**src/rtl/div_pkg.sv**
```systemverilog
// Shared defaults and FSM encoding for the sequential restoring divider.
package div_pkg;
    localparam int DEF_DIVIDEND_W = 7;
    localparam int DEF_DIVISOR_W  = 4;

    typedef enum logic [1:0] {
        IDLE = 2'd0,
        CALC = 2'd1,
        DONE = 2'd2
    } state_t;
endpackage

```
**src/rtl/div_step.sv**
```systemverilog
// One restoring-division step: shift in a dividend bit, trial-subtract, select.
module div_step #(
    parameter int DW = 4
) (
    input  logic [DW-1:0] rem_in,
    input  logic          dbit,
    input  logic [DW-1:0] divisor,
    output logic [DW-1:0] rem_out,
    output logic          qbit
);
    logic [DW:0] shifted;

    assign shifted = {rem_in, dbit};
    assign qbit    = (shifted >= {1'b0, divisor});
    // The kept remainder is below the divisor, so its top bit is always zero
    // except for a zero divisor, where dropping it yields dividend[DW-1:0].
    assign rem_out = qbit ? DW'(shifted - {1'b0, divisor}) : shifted[DW-1:0];
endmodule

```
**src/rtl/seq_divider.sv**
```systemverilog
// Sequential restoring divider, one quotient bit per clock, valid/ready handshake.
// Define SEQ_DIVIDER_ZERO_CHECK_EN to short-circuit a zero divisor and flag div_by_zero.
module seq_divider
    import div_pkg::*;
#(
    parameter int DIVIDEND_W = DEF_DIVIDEND_W,
    parameter int DIVISOR_W  = DEF_DIVISOR_W
) (
    input  logic                  clk,
    input  logic                  rst,
    input  logic                  in_valid,
    output logic                  in_ready,
    input  logic [DIVIDEND_W-1:0] dividend,
    input  logic [DIVISOR_W-1:0]  divisor,
    output logic                  out_valid,
    input  logic                  out_ready,
    output logic [DIVIDEND_W-1:0] quotient,
    output logic [DIVISOR_W-1:0]  remainder,
    output logic                  div_by_zero
);
    localparam int CW = $clog2(DIVIDEND_W + 1);

    state_t                state;
    logic [DIVIDEND_W-1:0] work;      // unconsumed dividend bits, quotient bits fill from the LSB
    logic [DIVISOR_W-1:0]  divisor_q;
    logic [DIVISOR_W-1:0]  rem;
    logic [CW-1:0]         count;
    logic [DIVISOR_W-1:0]  rem_next;
    logic                  qbit;
    logic                  dbz_q;

    div_step #(.DW(DIVISOR_W)) u_step (
        .rem_in  (rem),
        .dbit    (work[DIVIDEND_W-1]),
        .divisor (divisor_q),
        .rem_out (rem_next),
        .qbit    (qbit)
    );

    // NOTE: all state below is updated with non-blocking assignments so every
    // register samples pre-edge values regardless of statement order.
    always_ff @(posedge clk) begin
        if (rst) begin
            state     <= IDLE;
            in_ready  <= 1'b1;
            out_valid <= 1'b0;
            quotient  <= '0;
            remainder <= '0;
            dbz_q     <= 1'b0;
            work      <= '0;
            divisor_q <= '0;
            rem       <= '0;
            count     <= '0;
        end else begin
            case (state)
                IDLE: begin
                    if (in_valid) begin
                        work      <= dividend;
                        divisor_q <= divisor;
                        rem       <= '0;
                        count     <= CW'(DIVIDEND_W);
                        in_ready  <= 1'b0;
                        state     <= CALC;
                    end
                end
                CALC: begin
`ifdef SEQ_DIVIDER_ZERO_CHECK_EN
                    if (divisor_q == '0) begin
                        quotient  <= '1;
                        remainder <= '0;
                        dbz_q     <= 1'b1;
                        out_valid <= 1'b1;
                        state     <= DONE;
                    end else
`endif
                    begin
                        work  <= {work[DIVIDEND_W-2:0], qbit};
                        rem   <= rem_next;
                        count <= count - CW'(1);
                        if (count == CW'(1)) begin
                            quotient  <= {work[DIVIDEND_W-2:0], qbit};
                            remainder <= rem_next;
                            dbz_q     <= 1'b0;
                            out_valid <= 1'b1;
                            state     <= DONE;
                        end
                    end
                end
                DONE: begin
                    // Release returns to IDLE only; operands are taken from the next edge on.
                    if (out_ready) begin
                        out_valid <= 1'b0;
                        in_ready  <= 1'b1;
                        state     <= IDLE;
                    end
                end
                default: begin
                    out_valid <= 1'b0;
                    in_ready  <= 1'b1;
                    state     <= IDLE;
                end
            endcase
        end
    end

`ifdef SEQ_DIVIDER_ZERO_CHECK_EN
    assign div_by_zero = dbz_q;
`else
    assign div_by_zero = 1'b0;
`endif
endmodule

```
**config.mk**
```make
export PLATFORM = sky130hd
export DESIGN_NAME = seq_divider
export DESIGN_NICKNAME = d
export VERILOG_FILES = /design/src/rtl/div_pkg.sv /design/src/rtl/div_step.sv /design/src/rtl/seq_divider.sv
export SDC_FILE = /design/constraint.sdc
export NUM_CORES = 1
export LEC_CHECK = 0
export BUFFER_PORTS_ARGS = -buffer_cell sky130_fd_sc_hd__buf_2
export CAP_MARGIN = 40
export CORE_MARGIN = 2
export CORE_UTILIZATION = 49
export CTS_CLUSTER_SIZE = 12
export DETAILED_ROUTE_END_ITERATION = 6
export PLACE_DENSITY = 0.79
export SKIP_LAST_GASP = 1
export SLEW_MARGIN = 20
export SYNTH_ARGS = -nofsm -noshare
export SYNTH_HDL_FRONTEND = slang
export SYNTH_HIERARCHICAL = 1
export SYNTH_SLANG_ARGS = --single-unit
export TNS_END_PERCENT = 10
```
**constraint.sdc**
```tcl
create_clock -name clk -period 2.5 [get_ports clk]
set_clock_uncertainty 0.15 [all_clocks]
set_input_delay 0.5 -clock clk [delete_from_list [all_inputs] [get_ports clk]]
set_output_delay 0.5 -clock clk [all_outputs]
set_load 0.1 [all_outputs]
```
==> flow_summary.toml, run 1 <==
[run_status]
outcome = "completed"

[power_and_ir_drop]
share_clk_of_total_power_pct = 34.7
share_seq_of_total_power_pct = 41.5
p_per_area_mw_per_mm2 = 782
total_switching_power_uw = 438
total_leakage_power_nw = 0.758
intPower_mw = 1.00
switching_share_pct = 30.4
worst_ir_drop_vdd_mv = 0.550
power.combinational.fraction_pct = 23.8

[run]
max_cap_viol_count = 0

[clock_network]
cts_hold_buf = 0
worst_setup_hold_path_clk_slew_ns = 0.11
clockRootBuffer = "clkbuf_4"
cts_tree = "built"
numCtsBuffers = 5
post_cts.repair.setup_buffers = 0
total_of_cells_resized_after_clock_tree_synthesis = 0
clock_tree.htree_level_count = 2
clkLatencyLatePin_ns = 0.33
ctsLongestPathBuffers = 2
clock_sinks = 33

[grt]
overflow = 0
grt_pass1_wl_mm = 5.06
largest_net_degree_at_the_start_of_global_routing = 26
via_count_of_the_first_global_routing_pass = 1186
overall_track_demand_over_capacity_in_global_routing_pct = 18.7
grt_antenna_before_repair = 0

[worst_setup_path]
timing.critical_path.from_type = "register"
worst-path-max-fanout = 4
slowest_delay_ns = 0.40
cp-end-kind = "register"
critical_path_required_ns = 2.57
crit_type = "reg -> reg"
critical_path.cell_chain = "inv_1 > ha_1 > nand4_1 > nand2_2 > nor2_4 > mux2_4 > a22oi_1 > nor2_1"
critPathArrivalTime_ns = 2.04
worst_path_max_delay_cell = "dfxtp_1"
crit_family = "simple AND/OR/NAND/NOR gates"
timing.critical_path.buf_inv = 1

[route]
post_drt_wl_per_cell_um = 12.7
drc_errors = 0
via_count = 1292
drtPass1Iterations = 6
dr.first_iter.drc_count = 33
ant_nets = 0
route.detailed.vias_per_inst = 5.34
detail_route.wirelength_mm = 3.08

[timing]
hold_viol = 0
hold_ws_ns = 0.252
finalSetupViolCount = 0
tightest_slew_ns = 0.500
rsz0062_at_grt = "false"
setup-tns-final_ns = 0
clock.fmax_mhz = 506
relSlewSlack_pct = 66.5
report.final.slew_viol_count = 0
timing.final.crit_share_pct = 79.1
period_minus_slack_ns = 1.98

[synth]
syn_inst = 171
yosysSeqAreaShare_pct = 41.2
synthesis.area_mm2 = 0.00160
yosysTopAreaCell = "dfxtp_1"
ffs_latches_synth = 33
netlist_top_cells_area = "dfxtp_1, mux2i_1, nand2_1, nor2_1, ha_1"
netlist-cell-type-count = 39
synth.avg_cell_area_um2 = 9.38
synth_top_cell_area_share_pct = 41.2
synthesis.nets = 193
synth_warn = 6

[cells_and_area]
fillers = 297
antenna-diode-count = 0
utilization_pct = 59.8
post_layout_nets = 219
fin_cells = 242
synthToLayoutAreaGrowth_pct = 14.8
multiInputGateArea_um2 = 832
sequential_area_um2 = 661
fin_area_mm2 = 0.00184
final_layout_size_suffix_gt1_share_pct = 28.3

[floorplan]
die_height_um = 61.2
num_io_pins = 29
initial_core_util_pct = 52.1
fp.dieArea_mm2 = 0.00375
fp-row-count = 20
die_width_um = 61.2
design.core.area_mm2 = 0.00308

[placed_design]
placedCellCount = 234
buffer_ports.inserted = 27
detailedPlacementHpwl_mm = 2.33
globalplace.congestion = 0.792
placed_instance_area_mm2 = 0.00174

[hold_path]
worst_hold_path_type = "in -> reg"
-- area by class of cell --
class | instances | share of cell area [%]
well taps | 44 | 2.99
multi-input cells | 118 | 45.2
clock buffers | 5 | 2.04
flip-flops and latches | 33 | 35.9
clock inverters | 3 | 3.53
repair buffers | 30 | 8.56
inverters | 9 | 1.83
-- final timing paths --
check,start,endpoint,slack [ns],cells past startpoint
setup reg to reg,divisor_q[1],rem[2],0.52,8
hold / removal,divisor[0],divisor_q[0],0.25,3
hold reg to reg,quotient[1],quotient[1],0.31,2
setup / recovery,divisor_q[1],rem[2],0.52,8
-- flip-flops by register name (all words and copies together), names as in the netlist, 2 cells and up --
register / cells
count: 3
divisor_q: 4
quotient: 7
rem: 4
remainder: 4
state: 2
work: 7
-- placed cells by master, fill, tap and decap left out, types with 2 or more instances in the layout --
cell type,instances
clkbuf_4,5
mux2i_1,13
nor2_1,22
nand2_1,22
nand2b_1,2
a21oi_1,7
dfxtp_1,33
ha_1,6
buf_2,27
o21ai_0,2
a211oi_1,8
a21oi_2,8
inv_1,9
a22oi_1,4
bufinv_16,2
nor3_1,2
buf_4,3
a221oi_1,2
-- cells in the mapped netlist --
cell type  number
dfxtp_1        33
mux2i_1        13
a21oi_4         1
nor2b_1         1
nor3_1          2
a22oi_1         4
o21ai_2         1
buf_4           3
o21ai_0         2
and4bb_2        1
ha_1            6
buf_2           2
nand2b_1        2
nor2_1         22
clkbuf_1        2
a211oi_1        8
conb_1          1
fa_1            1
nor2_4          1
o31ai_1         1
mux2_4          1
a21oi_1         7
nand4_1         1
o21bai_4        1
a221oi_1        2
nand2_2         1
nor2_2          1
inv_1           9
a311oi_1        1
buf_1           1
xnor2_1         1
or3_1           1
o21ba_4         1
a21oi_2         8
nand3b_1        1
buf_6           3
nand4bb_1       1
nand2_1        22
nor3b_4         1
-- per-stage QoR --
stage	setup WS, ns	power (mW)
2_1_floorplan	0.674	0.893
3_3_place_gp	0.633	0.935
3_5_place_dp	0.529	0.952
4_1_cts	0.510	1.45
5_1_grt	0.421	1.51
6_report	0.522	1.44
-- layer usage --
| layer | share of wire, % | GRT usage [%] | up-vias | wire length [um] |
|---|---|---|---|---|
| met5 | 0 | 0 | - | 0 |
| met4 | 1.2 | 5.90 | 0 | 38 |
| met3 | 3.7 | 6.93 | 4 | 114 |
| met2 | 52 | 32.8 | 31 | 1590 |
| met1 | 43 | 21.0 | 619 | 1330 |
| li1 | - | - | 638 | - |
-- tightest hold or removal path, delay by kind of cell --
family	cells	cell delay [ns]
buffers and inverters	1	0.07
and+or+nand+nor	1	0.07
muxes	1	0.05
-- cell families (layout without fill, tap and decap cells) --
logic type	after synthesis	after routing	synth area share, %
buffers and inverters	20	47	6.94
AO/OA/AOI/OAI	37	37	18.6
AND/OR/NAND/NOR	58	58	17.5
adder cells (fa/ha/maj)	7	7	5.93
other	1	1	0.234
XOR/XNOR	1	1	0.546
flip-flops	33	33	41.2
multiplexers	14	14	9.05
-- power by group through the flow --
stage	sequential (mW)	combinational, mW	clock, mW
final	0.597	0.343	0.500
after global routing	0.603	0.372	0.531
after CTS	0.597	0.343	0.507
after detailed placement	0.609	0.342	0
after global placement	0.606	0.328	0
after floorplan	0.652	0.241	0
Power figures use the tool's default switching activity.
==> inputs of run 2 (changes only) <==
Settings changed: PLACE_DENSITY 0.79 to 0.81.
Clock period 2.5 ns to 1.75 ns, I/O delays scaled along.
==> run 2 against run 1 <==
The run now ends with negative setup slack left. Power rose by 46%. Clock power is 21% higher. Cell area up 9.1%. Core utilization increased by 5.4 points.
==> flow_summary.toml, run 2 (same netlist as run 1, synthesis figures left out) <==
[timing]
relSlewSlack_pct = 65.4
hold_viol = 0
timing.final.crit_share_pct = 105
layout_setup_ws_ns = -0.0818
period_minus_slack_ns = 1.83
tightest_slew_ns = 0.519
report.final.slew_viol_count = 0
clock.fmax_mhz = 546
finalSetupViolCount = 5
rsz0062_at_grt = "true"
setup-tns-final_ns = -0.210

[route]
ant_nets = 0
drc_errors = 0
dr.first_iter.drc_count = 40
via_count = 1284
detail_route.wirelength_mm = 3.40
post_drt_wl_per_cell_um = 13.4
route.detailed.vias_per_inst = 5.08
drtPass1Iterations = 4

[worst_setup_path]
crit_type = "reg -> reg"
critPathArrivalTime_ns = 1.90
timing.reg2reg.worst_path_depth = 9
critical_path_required_ns = 1.82
cp-end-kind = "register"
timing.critical_path.from_type = "register"
worst-path-max-fanout = 3

[placed_design]
buffer_ports.inserted = 27
placed_instance_area_mm2 = 0.00182
placedCellCount = 243
detailedPlacementHpwl_mm = 2.15
globalplace.congestion = 0.794

[run_status]
violations = "negative setup slack"
outcome = "finished, violations left"

[cells_and_area]
reg_top3 = "quotient: 7 flops, work: 7 flops"
fin_area_mm2 = 0.00201
layout.cells.most_common_list = "buf_2, dfxtp_1, nand2_1, nor2_1, buf_4"
final_layout_size_suffix_gt1_share_pct = 41.6
fin_cells = 253
most_frequent_standard_cell_in_the_layout_excluding_fill_and_tap_cells = "buf_2"
synthToLayoutAreaGrowth_pct = 25.3
antenna-diode-count = 0
post_layout_nets = 230

[power_and_ir_drop]
p_per_area_mw_per_mm2 = 1040
total_leakage_power_nw = 0.813
post-layout-total-power_mw = 2.10
worst_ir_drop_vdd_mv = 0.723

[grt]
via_count_of_the_first_global_routing_pass = 1280
largest_net_degree_at_the_start_of_global_routing = 27
overflow = 0
grt_pass1_wl_mm = 5.54
overall_track_demand_over_capacity_in_global_routing_pct = 21.0
grt_antenna_before_repair = 0

[run]
max_cap_viol_count = 0

[floorplan]
die_width_um = 61.2
fp-row-count = 20
die_height_um = 61.2
design.core.area_mm2 = 0.00308
num_io_pins = 29
fp.dieArea_mm2 = 0.00375
initial_core_util_pct = 52.1

[clock_network]
cts_hold_buf = 0
worst_setup_hold_path_clk_slew_ns = 0.09
cts_tree = "built"
clock_sinks = 33
clock_tree.htree_level_count = 2
clkLatencyLatePin_ns = 0.34
numCtsBuffers = 5
clockRootBuffer = "clkbuf_4"
ctsLongestPathBuffers = 2

[hold_path]
worstHoldPathCells = 3
worst_hold_path_type = "in -> reg"
==> run 2: worst paths after layout <==
kind	startpoint	endpoint	slack, ns
max	divisor_q[3]	rem[1]	-0.08
min	divisor[3]	divisor_q[3]	0.09
max reg2reg	divisor_q[3]	rem[1]	-0.08
min reg2reg	quotient[1]	quotient[1]	0.31
==> run 2: cell type report <==
cell class / instances / area, um2
Tap cell: 44 / 55.1
Clock buffer: 7 / 55.1
Fill cell: 248 / 1070
Multi-Input combinational cell: 118 / 917
Inverter: 9 / 33.8
Sequential cell: 33 / 671
Timing Repair Buffer: 41 / 248
Clock inverter: 1 / 30.0
==> run 2: critical path: stages (launching register included) <==
cell and delay, ns:
dfxtp_2 0.33, inv_1 0.06, ha_4 0.30, nand4_1 0.15, nand2_2 0.12, nor2_4 0.05
buf_6 0.12, mux2i_2 0.15, a22oi_1 0.22, nor2_1 0.06
==> run 2: power by group <==
group / switching [mW] / leakage (nW) / internal [mW]
clock network: 0.262 / 0.0455 / 0.341
registers: 0.0467 / 0.274 / 0.811
logic: 0.358 / 0.494 / 0.277
==> run 2: what timing repair did <==
item	4_1_cts	5_1_grt
buffers inserted	2	0
gates resized for setup	17	6
endpoints found under the hold margin	0	0
cloned	0	0
setup endpoints to repair	9	9
pin swaps	8	5
==> run 2: metrics by stage <==
stage,utilization [%],hold WS [ns],setup WS (ns)
final,65.3,0.0887,-0.0818
after global routing,65.3,0.102,-0.154
after CTS,64.8,0.0880,-0.0182
after detailed placement,59.1,0.301,-0.0948
after global placement,59.1,0.294,-0.0735
after floorplan,-,0.295,-0.0601
==> run 2: layer usage <==
layer / track usage, % / share of wire (%)
met1: 24.4 / 45
met2: 35.4 / 49
met3: 8.19 / 4.4
met4: 6.52 / 1.1
met5: 0 / 0
